==> src/rtl/enc_tx_sched.sv <==
// Two-requester frame scheduler that feeds an 8b/10b encoder. It handles link
// bring-up, round-robin framing (K27.7 / K29.7), alignment and filler insertion.
module enc_tx_sched (
  input  logic        clk,
  input  logic        reset,
  input  logic        link_en,
  input  logic [11:0] align_period,
  input  logic        a_valid,
  input  logic [7:0]  a_data,
  input  logic        a_last,
  output logic        a_ready,
  input  logic        b_valid,
  input  logic [7:0]  b_data,
  input  logic        b_last,
  output logic        b_ready,
  output logic [7:0]  enc_datain,
  output logic        enc_kin,
  output logic        enc_ena,
  output logic        enc_idle_ins,
  output logic        enc_rdforce,
  output logic        enc_rdin,
  output logic [2:0]  sched_state,
  output logic        underrun
);

  typedef enum logic [2:0] {
    DISABLED = 3'd0,
    INIT     = 3'd1,
    IDLE     = 3'd2,
    SOF      = 3'd3,
    DATA     = 3'd4,
    EOF      = 3'd5
  } state_t;

  localparam logic [7:0] K28_5 = 8'hBC;
  localparam logic [7:0] K27_7 = 8'hFB;
  localparam logic [7:0] K29_7 = 8'hFD;

  state_t      state, next_state;
  logic        grant_b, next_grant_b;
  logic        last_grant_b, next_last_grant_b;
  logic [11:0] align_cnt;
  logic [3:0]  init_cnt;

  logic        sel_valid;
  logic [7:0]  sel_data;
  logic        sel_last;
  logic        align_due;
  logic        ready_int;

  logic [7:0]  d_data;
  logic        d_kin;
  logic        d_ena;
  logic        d_idle_ins;
  logic        d_rdforce;
  logic        d_underrun;
  logic        d_k28_5;

  assign sel_valid = grant_b ? b_valid : a_valid;
  assign sel_data  = grant_b ? b_data  : a_data;
  assign sel_last  = grant_b ? b_last  : a_last;

  assign align_due = (state == DATA) && (align_period != 12'd0) &&
                     (align_cnt >= align_period);

  // Ready drops in the same cycle as link_en or reset so a byte is never
  // accepted into a frame that is being abandoned.
  assign ready_int = (state == DATA) && !align_due && link_en && !reset;
  assign a_ready   = ready_int && !grant_b;
  assign b_ready   = ready_int && grant_b;

  assign sched_state = state;

  always_comb begin
    next_state        = state;
    next_grant_b      = grant_b;
    next_last_grant_b = last_grant_b;
    d_data            = 8'h00;
    d_kin             = 1'b0;
    d_ena             = 1'b0;
    d_idle_ins        = 1'b0;
    d_rdforce         = 1'b0;
    d_underrun        = 1'b0;
    d_k28_5           = 1'b0;

    if (!link_en) begin
      next_state = DISABLED;
    end else begin
      case (state)
        DISABLED: next_state = INIT;
        INIT: begin
          d_data    = K28_5;
          d_kin     = 1'b1;
          d_ena     = 1'b1;
          d_rdforce = (init_cnt == 4'd0);
          d_k28_5   = 1'b1;
          if (init_cnt == 4'd15) next_state = IDLE;
        end
        IDLE: begin
          d_idle_ins = 1'b1;
          d_k28_5    = 1'b1;
          if (a_valid || b_valid) begin
            // On a tie the requester that did not win last time goes next.
            next_grant_b      = (a_valid && b_valid) ? !last_grant_b : b_valid;
            next_last_grant_b = next_grant_b;
            next_state        = SOF;
          end
        end
        SOF: begin
          d_data     = K27_7;
          d_kin      = 1'b1;
          d_ena      = 1'b1;
          next_state = DATA;
        end
        DATA: begin
          d_ena = 1'b1;
          if (align_due) begin
            d_data  = K28_5;
            d_kin   = 1'b1;
            d_k28_5 = 1'b1;
          end else if (sel_valid) begin
            d_data = sel_data;
            if (sel_last) next_state = EOF;
          end else begin
            d_data     = K28_5;
            d_kin      = 1'b1;
            d_k28_5    = 1'b1;
            d_underrun = 1'b1;
          end
        end
        EOF: begin
          d_data     = K29_7;
          d_kin      = 1'b1;
          d_ena      = 1'b1;
          next_state = IDLE;
        end
        default: next_state = DISABLED;
      endcase
    end
  end

  always_ff @(posedge clk) begin
    if (reset) begin
      state        <= DISABLED;
      grant_b      <= 1'b0;
      last_grant_b <= 1'b1;
      align_cnt    <= 12'd0;
      init_cnt     <= 4'd0;
      enc_datain   <= 8'h00;
      enc_kin      <= 1'b0;
      enc_ena      <= 1'b0;
      enc_idle_ins <= 1'b0;
      enc_rdforce  <= 1'b0;
      enc_rdin     <= 1'b0;
      underrun     <= 1'b0;
    end else begin
      state        <= next_state;
      grant_b      <= next_grant_b;
      last_grant_b <= next_last_grant_b;
      if (d_k28_5)
        align_cnt <= 12'd0;
      else if (align_cnt != 12'hFFF)
        align_cnt <= align_cnt + 12'd1;
      init_cnt     <= (state == INIT && link_en) ? init_cnt + 4'd1 : 4'd0;
      enc_datain   <= d_data;
      enc_kin      <= d_kin;
      enc_ena      <= d_ena;
      enc_idle_ins <= d_idle_ins;
      enc_rdforce  <= d_rdforce;
      enc_rdin     <= 1'b0;
      underrun     <= d_underrun;
    end
  end

endmodule

==> config.mk <==
export PLATFORM = sky130hd
export DESIGN_NAME = enc_tx_sched
export DESIGN_NICKNAME = d
export VERILOG_FILES = /design/src/rtl/enc_tx_sched.sv
export SDC_FILE = /design/constraint.sdc
export NUM_CORES = 1
export LEC_CHECK = 0
export ABC_AREA = 1
export BUFFER_PORTS_ARGS = -buffer_cell sky130_fd_sc_hd__buf_2
export CAP_MARGIN = 20
export CELL_PAD_IN_SITES_DETAIL_PLACEMENT = 1
export CELL_PAD_IN_SITES_GLOBAL_PLACEMENT = 2
export CORE_AREA = 3 3 85 107
export CTS_CLUSTER_SIZE = 30
export DETAILED_ROUTE_END_ITERATION = 7
export DIE_AREA = 0 0 88 110
export PLACE_DENSITY = 0.8
export SYNTH_ARGS = -nofsm -noshare
export SYNTH_HDL_FRONTEND = slang
export SYNTH_SLANG_ARGS = --single-unit
==> constraint.sdc <==
create_clock -name clk -period 1.5 [get_ports clk]
set_input_delay 0.075 -clock clk [delete_from_list [all_inputs] [get_ports clk]]
set_output_delay 0.075 -clock clk [all_outputs]
set_load 0.005 [all_outputs]
; ---- Yosys cells after proc, flatten, opt, wreduce, memory -nomap -nowiden
; Cells that the tools add are included.
[op_classes]
n_lt_le_gt_ge = 1
n_reduce_logical = 27
bitwise_logic = 4
n_eq_ne = 12
n_addsub = 2
mux = 20
[ops]
columns = cell, count
row1 = 8-bit case mux with 4 select lines, 1
row2 = 8-bit 2-to-1 mux, 3
row3 = 3-bit case mux with 6 select lines, 1
row4 = 3-bit 2-to-1 mux, 5
row5 = "12-bit by 1-bit adder with 12-bit output, second input constant", 1
row6 = 12-bit >= comparator, 1
row7 = "12-bit != test, second input constant", 1
row8 = 12-bit nonzero test, 1
row9 = "2-bit != test, second input constant", 5
row10 = 1-bit logical AND, 9
row11 = 1-bit 2-to-1 mux, 8
row12 = 2-bit OR reduction, 4
row13 = 4-bit OR reduction, 2
row14 = "3-bit by 2-bit == test with 1-bit output, second input constant", 2
row15 = "3-bit == test, second input constant", 2
row16 = 3-bit OR reduction, 2
row17 = 5-bit AND reduction, 1
row18 = "4-bit by 1-bit adder with 4-bit output, second input constant", 1
row19 = "4-bit == test, second input constant", 1
row20 = 1-bit logical NOT, 4
row21 = 4-bit logical NOT, 1
row22 = 1-bit inverter, 4
row23 = 1-bit case mux with 2 select lines, 2
row24 = "3-bit by 1-bit == test with 1-bit output, second input constant", 1
row25 = other kinds (3), 3
[totals]
wordCells = 77
output_inout_bits = 19
register_bits = 34

; ---- Depth between registers and ports, before layout
; Gate-level depths: netlist (run 1).
[depth]
depth_word = 8
mapped_depth = 15
depth_no_buf = 14

; ---- Worst setup path after synthesis (run 1)
; No wires, ideal clock.
[synth_path]
path_kind = reg-to-output
from = register align_cnt[5]
to = output a_ready
stages_incl_launch_ff = 12
slack_ps = -59
path_buffers = 1
required_ps = 1425
t_arrival_ps = 1484
cell_sequence = dfxtp_1 -> ha_1 -> nand2_1 -> nand2_1 -> nand2_1 -> nand2_1 -> a21oi_1 -> nand2_1 -> nand2_1 -> buf_2 -> nand3_1 -> nor2_1
[synth_between]
elab_chain_cells = 7
[synth_lines]
columns = item, line
row1 = from (decl), 42  ; logic [11:0] align_cnt;
row2 = from (signal assigned), 163  ; align_cnt <= align_cnt + 12'd1;
row3 = 12-bit >= comparator, 64  ; (align_cnt >= align_period);
row4 = 1-bit logical AND, 63  ; assign align_due = (state == DATA) && (align_period != 12'd0) &&
row5 = 1-bit logical NOT, 68  ; assign ready_int = (state == DATA) && !align_due && link_en && !reset;
row6 = 1-bit logical AND (3 in series), 68
row7 = 1-bit logical AND, 69  ; assign a_ready = ready_int && !grant_b;
row8 = to (decl), 11  ; output logic a_ready,
; No other way between the ends.

; ---- Worst setup path in the final report (run 1)
[layout_path]
from = register align_cnt[11]
to = output a_ready
; The elaborated chain is that of the path after synthesis.

==> impl_metrics.yaml, run 1 <==
timing:
  hold_viol_final: 0
  fin_setup_tns_ns: -5.149
  setup_ws_ns: -0.2770
  whs_ns: 0.09499
  drv_slew: 0
  fmax_ghz: 0.5628
  worst_clock_skew_ns: 0.009453
  rsz0062_at_grt: "yes"
  period_share_pct: 118.5
  setup_viol: 26
  min_period_ns: 1.777
finish:
  area_delta_synth_final_pct: 53.69
  drive_above_1_share_pct: 45.24
  fillers: 1034
  layout.nets: 438
  final_cell_count_no_fill: 486
  final_area_mm2: 0.003077
  antennaDiodeCount: 0
clocking:
  insertion_delay_ns: 0.29
  cts_buffer_depth: 2
  clk_pin_slew_ns: 0.08
  clkSinkCount: 34
  h-tree-depth: 2
  cts_buffers: 5
  cts_tree: "yes"
  clockRootBuffer: "clkbuf_8"
setup_path:
  reg2reg_to: "enc_datain[4]"
  cp-endpoint: "a_ready"
  required_ns: 1.42
  crit_fanout: 3
  ff2ff_path_depth: 13
  crit_path_end_kind: "output port"
  startpoint: "align_cnt[11]"
  worstPathArrival_ns: 1.70
  crit_type: "register to output port"
  reg2reg_setup_slack_ns: -0.24
  r2r_start: "align_cnt[11]"
  startpoint_type: "register"
place:
  post-dp-hpwl_um: 4930
  placed_cell_area_mm2: 0.002625
  io_buffers: 52
  gp_congestion: 0.7591
  placedCellCount: 468
floorplan:
  die-area_mm2: 0.009680
  die_w_um: 88
  num_rows: 37
  coreArea_mm2: 0.008194
  start_util_pct: 24.43
  die_y_um: 110
  ios: 54
yosys:
  synth_compound_area_share_pct: 10.50
  yosysWarnings: 0
  synthAdderAreaFrac_pct: 9.375
  synth_area_leaders: "dfxtp_1 34%, nand2_1 12%, ha_1 9.4%"
  synth_cells: 290
  synth-xor-area-share_pct: 2.625
  ys_ff_latch: 34
  muxShareOfSynthArea_pct: 1.000
  ys_seq_area_share_pct: 34.00
  synth_top_area_share_pct: 34.00
  yosys.area_share.simple_pct: 31.87
  ys_types: 33
  synth.avg_cell_area_um2: 6.903
  synth_top_area_cell: "dfxtp_1"
  synth_top_family_by_area: "simple AND/OR/NAND/NOR gates"
  syn_nets: 340
  syn_area_mm2: 0.002002
power_and_ir_drop:
  power_leakage_nw: 1.507
  vdd_ir_drop_max_uv: 408.0
  power.total_w: 0.002011
  cellPowerDensity_mw_per_mm2: 653.6
global_routing:
  grt_pass1_vias: 2278
  grt.overflow.total: 0
  grt_max_degree: 13
  grt_use_total_pct: 13.62
  antenna_found_initial: 0
  grt_pass1_wl_um: 10300
outcome:
  status: "finished, violations left"
  violations: "negative setup slack"
route:
  drt_wl_total_um: 6479
  drt_iter0_drc: 41
  drtPass1Iterations: 4
  drt-vias-per-instance: 4.477
  drc_errors: 0
  dr_total_vias: 2176
  drtAntennaViolNets: 0
  wl_per_cell_um: 13.33
flow_run:
  drv_cap: 0
hold_path:
  hp-class: "input pin to register"
-- registers in the layout, indices dropped and copies added, names as in the netlist --
name          count
align_cnt        12
enc_kin           1
sched_state       3
last_grant_b      1
init_cnt          4
enc_datain        8
grant_b           1
underrun          1
enc_idle_ins      1
enc_rdforce       1
enc_ena           1
-- routing by layer --
layer / track usage, % / share of wire (%)
met3: 2.677 / 4.4
met2: 26.62 / 53
met5: 0 / 0
met1: 14.68 / 40
met4: 3.399 / 2.0
-- placed cells by master (no fill, tap or decap), types with 2 or more instances in the layout --
cell type / count
nand2_1: 53
buf_2: 52
buf_4: 40
nor2_1: 37
inv_1: 36
dfxtp_1: 25
nand3_1: 15
a21oi_1: 15
nand2_2: 12
inv_2: 11
ha_4: 10
nor2_2: 9
dfxtp_2: 8
o21ai_0: 7
clkbuf_8: 6
a21oi_2: 5
nand2_4: 5
ha_1: 5
xnor2_1: 4
nor2_4: 3
nand4_1: 3
a21oi_4: 2
nand3_4: 2
xor2_1: 2
a41oi_2: 2
mux2i_1: 2
buf_6: 2
-- worst max-delay path, cell delays in order, from the launching register on --
cell	delay [ns]
dfxtp_2	0.34
ha_4	0.28
nand2_4	0.05
nor2_4	0.12
inv_2	0.04
nor2_2	0.10
nand2_1	0.07
nand2_2	0.08
nand2_4	0.07
nand3_4	0.09
nor2_2	0.03
buf_2	0.12
-- area by class of cell --
cell class	count	area (um2)	share of cell area, %
multi-input combinational	205	1396	45.38
sequential	34	694.4	22.57
timing repair buffer	95	593.1	19.28
inverter	47	176.4	5.734
tap	97	121.4	3.945
clock buffer	6	82.58	2.684
clock inverter	2	12.51	0.4067
-- cell families after synthesis --
family,count (synthesis)
mux,2
buf+inv,52
other cells,1
flops,34
xor+xnor,6
fa+ha+maj,15
simple gates,145
compound gates,35
-- per-stage QoR --
step	setup WS (ns)	util (%)
floorplan	-0.004201	-
global placement	-0.1983	32.04
detailed placement	-0.2656	32.04
CTS	-0.2812	35.62
global route	-0.3716	37.55
finish	-0.2770	37.55
-- cells in the mapped netlist, drive strengths merged --
| master | count |
|---|---|
| conb | 1 |
| nand3 | 18 |
| nand3b | 1 |
| ha | 15 |
| a21oi | 22 |
| xnor2 | 4 |
| a41oi | 2 |
| nand2 | 69 |
| inv | 47 |
| clkbuf | 1 |
| nor3b | 1 |
| buf | 4 |
| o211ai | 1 |
| o31ai | 1 |
| nor3 | 1 |
| nor2 | 49 |
| nor4 | 1 |
| mux2i | 2 |
| xor2 | 2 |
| dfxtp | 34 |
| or2 | 1 |
| nand4 | 4 |
| o21ai | 9 |
-- power breakdown --
group          internal, W  switching, W
registers         0.000921     0.0000139
logic             0.000166      0.000188
clock network     0.000369      0.000353
-- worst min path at each step --
| stage | from | endpoint | slack, ns | cells after the start |
|---|---|---|---|---|
| detailed placement | reset | grant_b | 0.27 | 2 |
| floorplan | reset | grant_b | 0.14 | 1 |
| global route | a_data[7] | enc_datain[7] | 0.1 | 3 |
| global placement | reset | grant_b | 0.26 | 2 |
| CTS | reset | last_grant_b | 0.07 | 3 |
| finish | a_data[7] | enc_datain[7] | 0.09 | 3 |
-- repair_timing --
item / 4_1_cts / 5_1_grt
endpoints found under the hold margin: 1 / 0
hold buffers: 1 / 0
pin swaps: 14 / 16
cloned: 0 / 1
resized for setup: 26 / 34
setup buffers: 6 / 2
endpoints found under the setup margin: 26 / 26
Power figures use the tool's default switching activity.
==> run 2, diff against run 1 <==
--- a/config.mk
+++ b/config.mk
@@ -6,7 +6,7 @@
 export NUM_CORES = 1
 export LEC_CHECK = 0
 export ABC_AREA = 1
-export BUFFER_PORTS_ARGS = -buffer_cell sky130_fd_sc_hd__buf_2
+export BUFFER_PORTS_ARGS = -buffer_cell sky130_fd_sc_hd__buf_4
 export CAP_MARGIN = 20
 export CELL_PAD_IN_SITES_DETAIL_PLACEMENT = 1
 export CELL_PAD_IN_SITES_GLOBAL_PLACEMENT = 2
@@ -14,6 +14,7 @@
 export CTS_CLUSTER_SIZE = 30
 export DETAILED_ROUTE_END_ITERATION = 7
 export DIE_AREA = 0 0 88 110
+export HOLD_SLACK_MARGIN = 0.08
 export PLACE_DENSITY = 0.8
 export SYNTH_ARGS = -nofsm -noshare
 export SYNTH_HDL_FRONTEND = slang
==> run 2 against run 1 <==
Against the previous run:
- the run still ends with negative setup slack left
- first-iteration DRC count is 4.9% lower
- via count is 1.4% lower
- critical path depth stayed put
- wire length is 2.4% lower
- sequential share of layout area is 1.1 points lower
- maximum frequency is 0.54% higher
- utilization is 2.1 points higher
- clock power is 21% higher
==> impl_metrics.yaml, run 2 (synthesis gave the netlist of run 1 again) <==
clocking:
  clockRootBuffer: "clkbuf_8"
  cts_buffer_depth: 2
  cts_tree: "yes"
  clkSinkCount: 34
  cts_buffers: 5
  insertion_delay_ns: 0.29
  clk_pin_slew_ns: 0.07
  h-tree-depth: 2
timing:
  rsz0062_at_grt: "yes"
  period_share_pct: 117.8
  min_period_ns: 1.767
  hold_viol_final: 0
  whs_ns: 0.1138
  setup_viol: 25
  worst_clock_skew_ns: 0.01050
  drv_slew: 0
  setup_ws_ns: -0.2674
  fmax_ghz: 0.5658
place:
  placedCellCount: 471
  post-dp-hpwl_um: 4937
  placed_cell_area_mm2: 0.002778
  io_buffers: 52
  gp_congestion: 0.8328
finish:
  final_area_mm2: 0.003246
  largest_reg_flops: 12
  largest_register: "align_cnt"
  regArea_um2: 696.9
  area_delta_synth_final_pct: 62.12
  antennaDiodeCount: 0
  final_common_cell: "buf_4"
  fillers: 1002
  drive_above_1_share_pct: 45.43
  layout.nets: 444
  layout_common_cells: "99 x buf_4, 53 x nand2_1, 40 x nor2_1, 36 x inv_1, 25 x dfxtp_1"
  multi_input_area_mm2: 0.001374
  reg_top3: "align_cnt x12, enc_datain x8, init_cnt x4"
  final_cell_count_no_fill: 491
route:
  drt_iter0_drc: 39
  dr_total_vias: 2146
  wl_per_cell_um: 12.88
  drt_wl_total_um: 6322
  drt-vias-per-instance: 4.371
  drtAntennaViolNets: 0
  drtPass1Iterations: 3
  drc_errors: 0
power_and_ir_drop:
  vdd_ir_drop_max_uv: 424.9
  cellPowerDensity_mw_per_mm2: 680.9
  power.total_w: 0.002210
  power_leakage_nw: 1.562
outcome:
  status: "finished, violations left"
  violations: "negative setup slack"
floorplan:
  die_y_um: 110
  coreArea_mm2: 0.008194
  ios: 54
  start_util_pct: 24.43
  die-area_mm2: 0.009680
  num_rows: 37
  die_w_um: 88
setup_path:
  crit_family: "simple AND/OR/NAND/NOR gates"
  cp_cell_sequence: "ha_4 > nand2_2 > nand2_2 > nand2_2 > nand2_2 > a21oi_2 > nand2_1 > nand2_2 > nand3_4 > nor2_2 > buf_4"
  worstPathArrival_ns: 1.69
  crit_fanout: 3
  startpoint_type: "register"
  path_depth: 11
  worst_path_most_repeated_cell: "nand2_2"
  path_buf_inv: 1
  critPathMaxStageDelay_ns: 0.34
  crit_slowest_cell: "dfxtp_2"
  crit_path_end_kind: "output port"
  ff2ff_path_depth: 13
  required_ns: 1.42
  crit_type: "register to output port"
global_routing:
  grt_pass1_wl_um: 10290
  antenna_found_initial: 0
  grt.overflow.total: 0
  grt_use_total_pct: 13.90
  grt_pass1_vias: 2233
  grt_max_degree: 12
hold_path:
  hp-class: "input pin to register"
  whs_path_depth: 3
flow_run:
  drv_cap: 0
run 2: changes by cell type in the layout (fill, tap and decap cells not counted), sizes merged:
cell and delta:
clkinv -1, clkinvlp -1, bufinv +1, buf +6
run 2: per-layer routing:
layer	vias to the layer above	GRT usage (%)	share of wire (%)	routed length, um
li1	1116	-	-	-
met1	975	14.85	40	2537
met2	49	26.83	54	3387
met3	6	3.271	5.1	321
met4	0	3.618	1.2	74
met5	-	0	0	0
run 2: path summary, 6_finish.rpt:
kind                                     from             to  slack, ns
worst min register to register    init_cnt[3]    enc_rdforce       0.46
worst max-delay path             align_cnt[5]        b_ready      -0.27
worst min-delay path                a_data[7]  enc_datain[7]       0.11
worst max register to register  align_cnt[11]  align_cnt[10]      -0.24
run 2: cell type report:
class                   count  share of cell area [%]
clock buffers               6                   2.544
clock inverters             1                  0.9252
inverters                  47                   5.436
multi-input cells         205                   42.33
flip-flops and latches     34                   21.47
well taps                  97                   3.739
repair buffers            101                   23.55
run 2: stage by stage:
stage	TNS (ns)	utilization, %	setup slack (ns)
finish	-4.894	39.61	-0.2674
global route	-7.850	39.61	-0.3750
CTS	-4.731	38.14	-0.3040
detailed placement	-5.346	33.90	-0.2810
global placement	-3.881	33.90	-0.2152
floorplan	-0.008402	-	-0.004201
run 2: what timing repair did:
item                                   in CTS  in global routing
gates cloned                                1                  0
gates resized for setup                    36                 20
buffers inserted                            5                  6
pin swaps                                  23                  8
endpoints found under the hold margin       1                  0
hold buffers                                1                  0
setup endpoints to repair                  26                 26
run 2: power by group:
group          internal (W)  leakage [nW]  switching (W)
sequential         0.000919         0.280      0.0000139
combinational      0.000211          1.22       0.000193
clock              0.000532        0.0573       0.000342
run 2: worst min-delay path, cell delays in order:
cell and delay (ns):
buf_4 0.10, nand2_1 0.07, a41oi_2 0.11
==> run 3, diff against run 2 <==
--- a/config.mk
+++ b/config.mk
@@ -16,6 +16,7 @@
 export DIE_AREA = 0 0 88 110
 export HOLD_SLACK_MARGIN = 0.08
 export PLACE_DENSITY = 0.8
+export SETUP_SLACK_MARGIN = 0.05
 export SYNTH_ARGS = -nofsm -noshare
 export SYNTH_HDL_FRONTEND = slang
 export SYNTH_SLANG_ARGS = --single-unit
==> run 3 against run 2 <==
Against the previous run:
- the flow still finishes with violations (negative setup slack)
- non-clock buffer count is 5 lower
- sequential power is 0.4% higher
- largest cell class unchanged
- clock skew is 0.00092 ns lower
- largest power group unchanged
- utilization hardly changed
- clock-buffer cell count stayed put
- first-iteration DRC count is 18% higher
- die area stayed put
- hold slack worse by 0.00051 ns
- final area is 0.12% higher
- highest routed layer unchanged
- critical path depth stayed put
- via count is 1.1% higher
==> impl_metrics.yaml, run 3 (synthesis gave the netlist of run 1 again) <==
floorplan:
  num_rows: 37
  die_y_um: 110
  die-area_mm2: 0.009680
  coreArea_mm2: 0.008194
  start_util_pct: 24.43
  die_w_um: 88
  ios: 54
route:
  drt_iter0_drc: 46
  drtAntennaViolNets: 0
  wl_per_cell_um: 13.19
  drc_errors: 0
  drt_wl_total_um: 6412
  drt-vias-per-instance: 4.465
  dr_total_vias: 2170
  drtPass1Iterations: 4
power_and_ir_drop:
  vdd_ir_drop_max_uv: 410.2
  cellPowerDensity_mw_per_mm2: 673.9
  power.total_w: 0.002190
  power_leakage_nw: 1.558
outcome:
  violations: "negative setup slack"
  status: "finished, violations left"
global_routing:
  grt_max_degree: 13
  use_met1_pct: 13.88
  antenna_found_initial: 0
  use_met2_pct: 25.43
  busiest_layer: "met2"
  grt_pass1_vias: 2225
  grtUsageMet3_pct: 3.346
  grt_pass1_wl_um: 9735
  grt.overflow.total: 0
  grt_use_total_pct: 13.04
setup_path:
  crit_fanout: 3
  crit_path_end_kind: "output port"
  crit_type: "register to output port"
  required_ns: 1.42
  path_buf_inv: 2
  worstPathArrival_ns: 1.67
  crit_family: "simple AND/OR/NAND/NOR gates"
  crit_slowest_cell: "dfxtp_2"
  cp_cell_sequence: "ha_4 > nand2_2 > inv_2 > nand2_1 > nand2_1 > a21oi_2 > nand2_2 > nand2_4 > nand3_4 > nor2_2 > buf_4"
  critPathMaxStageDelay_ns: 0.34
  startpoint_type: "register"
place:
  io_buffers: 52
  dpl_worst_slack_ns: -0.2506
  gp_congestion: 0.7745
  post-dp-hpwl_um: 4978
timing:
  setup_ws_ns: -0.2488
  period_share_pct: 116.6
  whs_ns: 0.1133
  fin_setup_tns_ns: -4.427
  min_period_ns: 1.749
  rsz0062_at_grt: "yes"
  fmax_ghz: 0.5718
  setup_viol: 25
  drv_slew: 0
  hold_viol_final: 0
  worst_clock_skew_ns: 0.009572
clocking:
  clockRootBuffer: "clkbuf_8"
  clk_pin_slew_ns: 0.07
  insertion_delay_ns: 0.28
  h-tree-depth: 2
  clkSinkCount: 34
  cts_tree: "yes"
  cts_buffer_depth: 2
  cts_buffers: 5
hold_path:
  hp-class: "input pin to register"
finish:
  regArea_um2: 694.4
  layout.nets: 439
  drive_above_1_share_pct: 45.24
  layout_common_cells: "93 x buf_4, 55 x nand2_1, 38 x nor2_1, 36 x inv_1, 25 x dfxtp_1"
  multi_input_area_mm2: 0.001410
  fin_util_pct: 39.65
  antennaDiodeCount: 0
  area_delta_synth_final_pct: 62.31
  largest_reg_flops: 12
  reg_top3: "align_cnt x12, enc_datain x8, init_cnt x4"
  fillers: 1003
  largest_register: "align_cnt"
  final_common_cell: "buf_4"
flow_run:
  drv_cap: 0
-- run 3: changes by cell type in the layout (fill, tap and decap cells not counted), moves of 2 or more --
| cell | before | now |
|---|---|---|
| nand2_1 | 53 | 55 |
| nand3_1 | 14 | 12 |
| buf_4 | 99 | 93 |
| nand2_2 | 13 | 7 |
| nand2_4 | 4 | 8 |
| nor2_2 | 6 | 8 |
| nor2_1 | 40 | 38 |
-- run 3: metrics by stage --
stage | instances | area, um2
2_1_floorplan | 290 | 2018
4_1_cts | 481 | 3009
3_5_place_dp | 472 | 2783
6_report | 486 | 3249
3_3_place_gp | 472 | 2783
5_1_grt | 486 | 3249
-- run 3: where the power goes --
part           switching [W]  internal [W]
Combinational       0.000189      0.000200
Sequential         0.0000156      0.000921
Clock               0.000333      0.000532
Total               0.000537       0.00165
-- run 3: tightest hold or removal path, cell delays in order --
cell	delay, ns
buf_4	0.11
nand2_1	0.07
a41oi_2	0.10
-- run 3: timing repair --
action,in CTS,in global routing
gates resized for setup,16,47
gates cloned,0,1
setup buffers,1,4
endpoints found under the hold margin,2,0
endpoints found under the setup margin,26,26
pin swaps,12,17
hold buffers,1,0
-- run 3: worst paths after layout --
check           startpoint            end  slack, ns  cells past startpoint
max           align_cnt[7]        b_ready      -0.25                     11
max reg2reg  align_cnt[11]  enc_datain[4]      -0.22                     13
min reg2reg    init_cnt[3]    enc_rdforce       0.46                      1
min              a_data[7]  enc_datain[7]       0.11                      3
-- run 3: layout make-up --
class | count | share of cell area [%]
multi-input combinational | 205 | 43.40
timing repair buffer | 96 | 22.60
sequential | 34 | 21.37
inverter | 47 | 5.429
tap | 97 | 3.735
clock buffer | 6 | 2.541
clock inverter | 1 | 0.9241
-- run 3: routing by layer --
layer  vias up  routed length (um)
met5         -                   0
met4         0                  29
met3         2                 310
met2        49                3555
met1      1010                2517
li1       1109                   -
